File: src/rtl/alu_cc_fsm_mc_pkg.sv
// alu_cc_pkg: shared state encodings and condition-code constants
package alu_cc_pkg;
    typedef enum logic [3:0] {
        S_PC   = 4'h1,
        S_EXEC = 4'h2,
        S_BR   = 4'h4
    } state_t;
    localparam int CC_N = 2;
    localparam int CC_Z = 1;
    localparam int CC_P = 0;
    localparam logic [2:0] CC_RST = 3'b000;
endpackage

File: src/rtl/alu_cc_fsm_mc_if.sv
// alu_cc_fsm_mc_if: decoder/ALU inputs and PC-control outputs of the CC FSM
interface alu_cc_fsm_mc_if #(
    parameter int NUM_CTX = 2,
    parameter int CNT_W = 8,
    localparam int CTX_W = (NUM_CTX > 1) ? $clog2(NUM_CTX) : 1
);
    logic [CTX_W-1:0] ctx_sel_in;
    logic n_dec_in, z_dec_in, p_dec_in;
    logic n_alu_in, z_alu_in, p_alu_in;
    logic we_reg_in;
    logic br_in;
    logic stall_in;
    logic pc_latch_out;
    logic pc_ctl_0_out;
    logic [3:0] state_out;
    logic [2:0] cc_out;
    logic cc_err_out;
    logic [CNT_W-1:0] br_count_out;
    modport master (
        output ctx_sel_in, n_dec_in, z_dec_in, p_dec_in, n_alu_in, z_alu_in, p_alu_in,
        output we_reg_in, br_in, stall_in,
        input pc_latch_out, pc_ctl_0_out, state_out, cc_out, cc_err_out, br_count_out
    );
    modport slave (
        input ctx_sel_in, n_dec_in, z_dec_in, p_dec_in, n_alu_in, z_alu_in, p_alu_in,
        input we_reg_in, br_in, stall_in,
        output pc_latch_out, pc_ctl_0_out, state_out, cc_out, cc_err_out, br_count_out
    );
endinterface

File: src/rtl/alu_cc_fsm_mc_cc_regfile.sv
// cc_regfile: per-context NZP registers, one-hot-checked write, async read
module cc_regfile
    import alu_cc_pkg::*;
#(
    parameter int NUM_CTX = 2,
    localparam int CTX_W = (NUM_CTX > 1) ? $clog2(NUM_CTX) : 1
) (
    input  logic             clk,
    input  logic             rst,
    input  logic             we,
    input  logic [CTX_W-1:0] wsel,
    input  logic [2:0]       wdata,
    input  logic [CTX_W-1:0] rsel,
    output logic [2:0]       rdata,
    output logic             wr_bad
);
    logic [2:0] regs [NUM_CTX];
    assign wr_bad = we & ~$onehot(wdata);
    assign rdata = (int'(rsel) < NUM_CTX) ? regs[rsel] : CC_RST;
    // only a clean one-hot flag set to an existing context is stored
    always_ff @(posedge clk) begin
        if (rst) begin
            for (int i = 0; i < NUM_CTX; i++) regs[i] <= CC_RST;
        end else if (we && $onehot(wdata) && int'(wsel) < NUM_CTX) begin
            regs[wsel] <= wdata;
        end
    end
endmodule

File: src/rtl/alu_cc_fsm_mc.sv
// alu_cc_fsm_mc: multi-context CC and branch-resolution FSM driving PC controls
module alu_cc_fsm_mc
    import alu_cc_pkg::*;
#(
    parameter int NUM_CTX = 2,
    parameter int CNT_W = 8
) (
    input logic         clka,
    input logic         reset_in,
    alu_cc_fsm_mc_if.slave bus
);
    state_t state, nxt;
    logic [2:0] mask, flags, cc;
    logic ctx_ok, eval, taken, wr_bad, pc_latch, pc_ctl, err;
    logic [CNT_W-1:0] cnt;
    assign ctx_ok = int'(bus.ctx_sel_in) < NUM_CTX;
    assign eval = (state == S_EXEC) && !bus.stall_in;
    // branch test reads the CC value held before any same-cycle write
    always_comb begin
        mask = '0;
        flags = '0;
        mask[CC_N] = bus.n_dec_in;
        mask[CC_Z] = bus.z_dec_in;
        mask[CC_P] = bus.p_dec_in;
        flags[CC_N] = bus.n_alu_in;
        flags[CC_Z] = bus.z_alu_in;
        flags[CC_P] = bus.p_alu_in;
        taken = bus.br_in && ctx_ok && |(mask & cc);
        nxt = (state == S_EXEC) ? (taken ? S_BR : S_PC) : S_EXEC;
    end
    cc_regfile #(.NUM_CTX(NUM_CTX)) u_cc (
        .clk(clka),
        .rst(reset_in),
        .we(eval && bus.we_reg_in && ctx_ok),
        .wsel(bus.ctx_sel_in),
        .wdata(flags),
        .rsel(bus.ctx_sel_in),
        .rdata(cc),
        .wr_bad(wr_bad)
    );
    // state sequencing with registered PC controls, sticky error and saturating count
    always_ff @(posedge clka) begin
        if (reset_in) begin
            state <= S_PC;
            pc_latch <= 1'b1;
            pc_ctl <= 1'b0;
            err <= 1'b0;
            cnt <= '0;
        end else if (!bus.stall_in) begin
            state <= nxt;
            pc_latch <= nxt != S_EXEC;
            pc_ctl <= nxt == S_BR;
            if (eval && (wr_bad || (!ctx_ok && (bus.we_reg_in || bus.br_in)))) err <= 1'b1;
            if (eval && taken && cnt != '1) cnt <= cnt + 1'b1;
        end
    end
    assign bus.state_out = state;
    assign bus.pc_latch_out = pc_latch;
    assign bus.pc_ctl_0_out = pc_ctl;
    assign bus.cc_out = cc;
    assign bus.cc_err_out = err;
    assign bus.br_count_out = cnt;
endmodule

File: src/flat_wrapper.sv
// flat-port wrapper written by rule: the top's interface ports become plain ports
module alu_cc_fsm_mc_flat import alu_cc_pkg::*;
#(
    parameter int NUM_CTX = 2,
    parameter int CNT_W = 8
)
  (clka, reset_in, bus_ctx_sel_in, bus_n_dec_in, bus_z_dec_in, bus_p_dec_in, bus_n_alu_in, bus_z_alu_in, bus_p_alu_in, bus_we_reg_in, bus_br_in, bus_stall_in, bus_pc_latch_out, bus_pc_ctl_0_out, bus_state_out, bus_cc_out, bus_cc_err_out, bus_br_count_out);
  alu_cc_fsm_mc_if #(.NUM_CTX(NUM_CTX), .CNT_W(CNT_W)) bus_i ();
  input logic clka;
  input logic reset_in;
  input wire logic [$bits(bus_i.ctx_sel_in)-1:0] bus_ctx_sel_in;
  input wire logic [$bits(bus_i.n_dec_in)-1:0] bus_n_dec_in;
  input wire logic [$bits(bus_i.z_dec_in)-1:0] bus_z_dec_in;
  input wire logic [$bits(bus_i.p_dec_in)-1:0] bus_p_dec_in;
  input wire logic [$bits(bus_i.n_alu_in)-1:0] bus_n_alu_in;
  input wire logic [$bits(bus_i.z_alu_in)-1:0] bus_z_alu_in;
  input wire logic [$bits(bus_i.p_alu_in)-1:0] bus_p_alu_in;
  input wire logic [$bits(bus_i.we_reg_in)-1:0] bus_we_reg_in;
  input wire logic [$bits(bus_i.br_in)-1:0] bus_br_in;
  input wire logic [$bits(bus_i.stall_in)-1:0] bus_stall_in;
  output wire logic [$bits(bus_i.pc_latch_out)-1:0] bus_pc_latch_out;
  output wire logic [$bits(bus_i.pc_ctl_0_out)-1:0] bus_pc_ctl_0_out;
  output wire logic [$bits(bus_i.state_out)-1:0] bus_state_out;
  output wire logic [$bits(bus_i.cc_out)-1:0] bus_cc_out;
  output wire logic [$bits(bus_i.cc_err_out)-1:0] bus_cc_err_out;
  output wire logic [$bits(bus_i.br_count_out)-1:0] bus_br_count_out;
  assign bus_i.ctx_sel_in = bus_ctx_sel_in;
  assign bus_i.n_dec_in = bus_n_dec_in;
  assign bus_i.z_dec_in = bus_z_dec_in;
  assign bus_i.p_dec_in = bus_p_dec_in;
  assign bus_i.n_alu_in = bus_n_alu_in;
  assign bus_i.z_alu_in = bus_z_alu_in;
  assign bus_i.p_alu_in = bus_p_alu_in;
  assign bus_i.we_reg_in = bus_we_reg_in;
  assign bus_i.br_in = bus_br_in;
  assign bus_i.stall_in = bus_stall_in;
  assign bus_pc_latch_out = bus_i.pc_latch_out;
  assign bus_pc_ctl_0_out = bus_i.pc_ctl_0_out;
  assign bus_state_out = bus_i.state_out;
  assign bus_cc_out = bus_i.cc_out;
  assign bus_cc_err_out = bus_i.cc_err_out;
  assign bus_br_count_out = bus_i.br_count_out;
  alu_cc_fsm_mc #(.NUM_CTX(NUM_CTX), .CNT_W(CNT_W)) u_core (.clka(clka), .reset_in(reset_in), .bus(bus_i));
endmodule
File: config.mk
export PLATFORM = sky130hd
export DESIGN_NAME = alu_cc_fsm_mc_flat
export DESIGN_NICKNAME = d
export VERILOG_FILES = /design/src/rtl/alu_cc_fsm_mc_pkg.sv /design/src/rtl/alu_cc_fsm_mc_if.sv /design/src/rtl/alu_cc_fsm_mc_cc_regfile.sv /design/src/rtl/alu_cc_fsm_mc.sv /design/src/flat_wrapper.sv
export SDC_FILE = /design/constraint.sdc
export NUM_CORES = 1
export LEC_CHECK = 0
export ABC_AREA = 0
export CORE_ASPECT_RATIO = 0.8
export CORE_MARGIN = 4
export CORE_UTILIZATION = 45
export DETAILED_ROUTE_END_ITERATION = 12
export PLACE_DENSITY = 0.83
export SLEW_MARGIN = 25
export SYNTH_ARGS = -nofsm -noshare
export SYNTH_HDL_FRONTEND = slang
export SYNTH_SLANG_ARGS = --single-unit
File: constraint.sdc
create_clock -name clka -period 2.7 [get_ports clka]
set_input_delay 0.405 -clock clka [delete_from_list [all_inputs] [get_ports clka]]
set_output_delay 0.405 -clock clka [all_outputs]
set_load 0.03 [all_outputs]
==> impl_metrics.csv, run 1 <==
group,metric,value,unit
status,status,"finished clean",
synth,synth.area.top_cells,"dfxtp_1 27%, edfxtp_1 18%, and2_1 3.8%",
synth,synthesis.nets,111,
drt,drt_pass1_iterations,4,
global_route,grt_max_degree,19,
synth,synth.top_cell.area_share,26.6,%
global_route,overflow,0,
min_path,min_path_type,"reg2reg",
finish,final_common_cell,"clkdlybuf4s50_1",
sta,timing.final.crit_share,89.2,%
critical_path,path_class,"in2out",
die,ios,30,
die,dieArea,0.00299,mm²
drt,drt_first_iter_violations,17,
synth,synthFlopType,"dfxtp_1",
cts,post_cts_resized,0,
synth,async_flop_share,0,%
cts,cts_hold_buf,0,
cts,root_buffer,"clkbuf_4",
place,dp_hpwl,1700,µm
cts,h-tree-depth,1,
global_route,grt_pass1_vias,777,
critical_path,r2r_start,"u_core.bus.state_out[0]",
die,die_h,49.7,µm
drt,num_vias,840,
sta,slew_violations,0,
critical_path,rr_endpoint,"u_core.u_cc.regs[1][0]",
critical_path,crit_required,2.30,ns
drt,routed_wl,2180,µm
sta,finalSetupViolations,0,
sta,hold_violations,0,
synth,synthCells,97,
finish,drive_above_1_share,15.1,%
place,io_buffer_count,28,
synth,synth_seq_cells,19,
finish,area_growth,33.2,%
finish,n_fill_cell,163,
power_and_ir_drop,fin_total_pwr,534,µW
critical_path,endpoint,"bus_cc_out[1]",
synth,synth_edf_count,6,
place,gp_congestion,0.810,
finish,mostFrequentLayoutCells,"28 x clkdlybuf4s50_1, 13 x dfxtp_1, 6 x and2_1, 6 x o21ai_1, 6 x edfxtp_1",
critical_path,regToRegSetupSlack,0.73,ns
critical_path,cp.arrival,2.00,ns
cts,tritoncts,"built",
critical_path,crit_path_max_fanout,5,
drt,vias_per_cell,5.60,
sta,fin_skew,0.00494,ns
sta,max_freq,415,MHz
cts,clkTransAtPathRegs,0.11,ns
power_and_ir_drop,p_per_area,410,mW/mm²
cts,clk_path_buf_depth,2,
critical_path,cp-startpoint,"bus_ctx_sel_in",
die,row_count,14,
synth,yosysSeqAreaShare,45.1,%
finish,finish.utilization,66.3,%
cts,cts_buffers,3,
global_route,grt_usage,15.6,%
critical_path,end_kind,"output port",
drt,wl_per_cell,14.5,µm
synth,synth_top_cell_by_area,"dfxtp_1",
global_route,grt_pass1_wl,3470,µm
power_and_ir_drop,p_leak,0.000458,µW
job,maxCapViolations,0,
cts,insertion_delay,0.29,ns
drt,drc,0,
global_route,antenna_found_initial,0,
die,start_util,49.8,%
cts,cts_sinks,19,
sta,fin_crit,2.41,ns
cts,postCtsSetupBuffers,0,
synth,synth.avg_cell_area,10.1,µm²
finish,diodes,0,
sta,fin_tns_setup,0,ns
critical_path,reg2regPathDepth,4,
synth,netlist_area,977,µm²
finish,finalNetCount,141,
synth,yosys_warnings,0,
sta,rsz0062_at_grt,"no",
synth,ys_types,40,
critical_path,cp-start-kind,"primary input",
drt,postRouteAntennaNets,0,
power_and_ir_drop,vdd.ir_drop.worst,0.235,mV
die,chipWidth,60.1,µm
die,coreArea,0.00196,mm²
## report_power, final
part / total [µW] / leakage, µW / internal (µW) / switching [µW]
Clock: 143 / 0.0000150 / 57.5 / 85.2
Sequential: 305 / 0.000168 / 301 / 4.26
Combinational: 86.2 / 0.000274 / 41.3 / 44.9
## cells by family (layout without fill, tap and decap cells)
kind of cell / count (synthesis) / after routing / share of synthesized area (%)
flip-flops: 19 / 19 / 45.1
buffers and inverters: 10 / 39 / 5.12
multiplexers: 4 / 4 / 5.38
AND/OR/NAND/NOR: 38 / 38 / 24.7
other: 1 / 1 / 0.384
adder cells (fa/ha/maj): 2 / 2 / 3.33
AO/OA/AOI/OAI: 23 / 23 / 16.0
## state kept, by name, indices dropped and copies added (netlist names)
name,count
u_core.bus.state_out,3
u_core.u_cc.regs,6
u_core.bus.cc_err_out,1
u_core.bus.pc_latch_out,1
u_core.bus.br_count_out,8
## final cells by class
type	count	area, µm²	area share, %
repair buffers	31	303	23.3
multi-input cells	68	487	37.4
clock buffers	4	26.3	2.02
inverters	4	15.0	1.15
flip-flops and latches	19	440	33.8
well taps	24	30.0	2.31
## cells in the mapped netlist (2+ instances only)
| cell type | count |
|---|---|
| nor2_1 | 5 |
| edfxtp_1 | 6 |
| buf_4 | 3 |
| nand2_1 | 3 |
| and2_1 | 6 |
| mux2_4 | 2 |
| a21oi_2 | 3 |
| clkbuf_1 | 2 |
| nor2b_1 | 2 |
| o2111ai_1 | 2 |
| or4_1 | 3 |
| or3_2 | 3 |
| a21oi_1 | 5 |
| inv_1 | 4 |
| nand3_1 | 2 |
| o31ai_1 | 2 |
| dfxtp_1 | 13 |
| nand2b_1 | 4 |
| o21ai_1 | 6 |
## how the worst min path moves through the flow
stage / from / cells past startpoint / to
after floorplan: bus_stall_in / 1 / u_core.bus.pc_latch_out
after global placement: u_core.bus.pc_latch_out / 1 / u_core.bus.pc_latch_out
after detailed placement: u_core.bus.cc_err_out / 2 / u_core.bus.cc_err_out
after CTS: u_core.bus.pc_latch_out / 1 / u_core.bus.pc_latch_out
after global routing: u_core.bus.pc_latch_out / 1 / u_core.bus.pc_latch_out
final: u_core.bus.pc_latch_out / 1 / u_core.bus.pc_latch_out
## worst max-delay path: stages
cell	delay, ns
clkdlybuf4s50_1	0.61
mux2_2	0.39
clkdlybuf4s50_1	0.60
## through the flow
stage / hold WS [ns] / setup slack, ns / area (µm²) / std cells
final: 0.492 / 0.291 / 1300 / 150
after global routing: 0.516 / 0.253 / 1300 / 150
after global placement: 0.460 / 0.0931 / 1270 / 146
after floorplan: 0.523 / 0.606 / 977 / 97
after CTS: 0.494 / 0.287 / 1300 / 150
after detailed placement: 0.462 / 0.0354 / 1270 / 146
## layer usage
metal | wire [µm] | global-route usage, %
met2 | 1060 | 25.4
met1 | 922 | 19.4
met4 | 32 | 6.64
met3 | 163 | 3.66
met5 | 0 | 0
(Power assumes the default switching activity.)
==> run 2: changes to the inputs <==
- CTS_CLUSTER_DIAMETER: not set -> 120
==> results of run 2 <==
The final DEF is identical to that of run 1; final timing and power are the same.
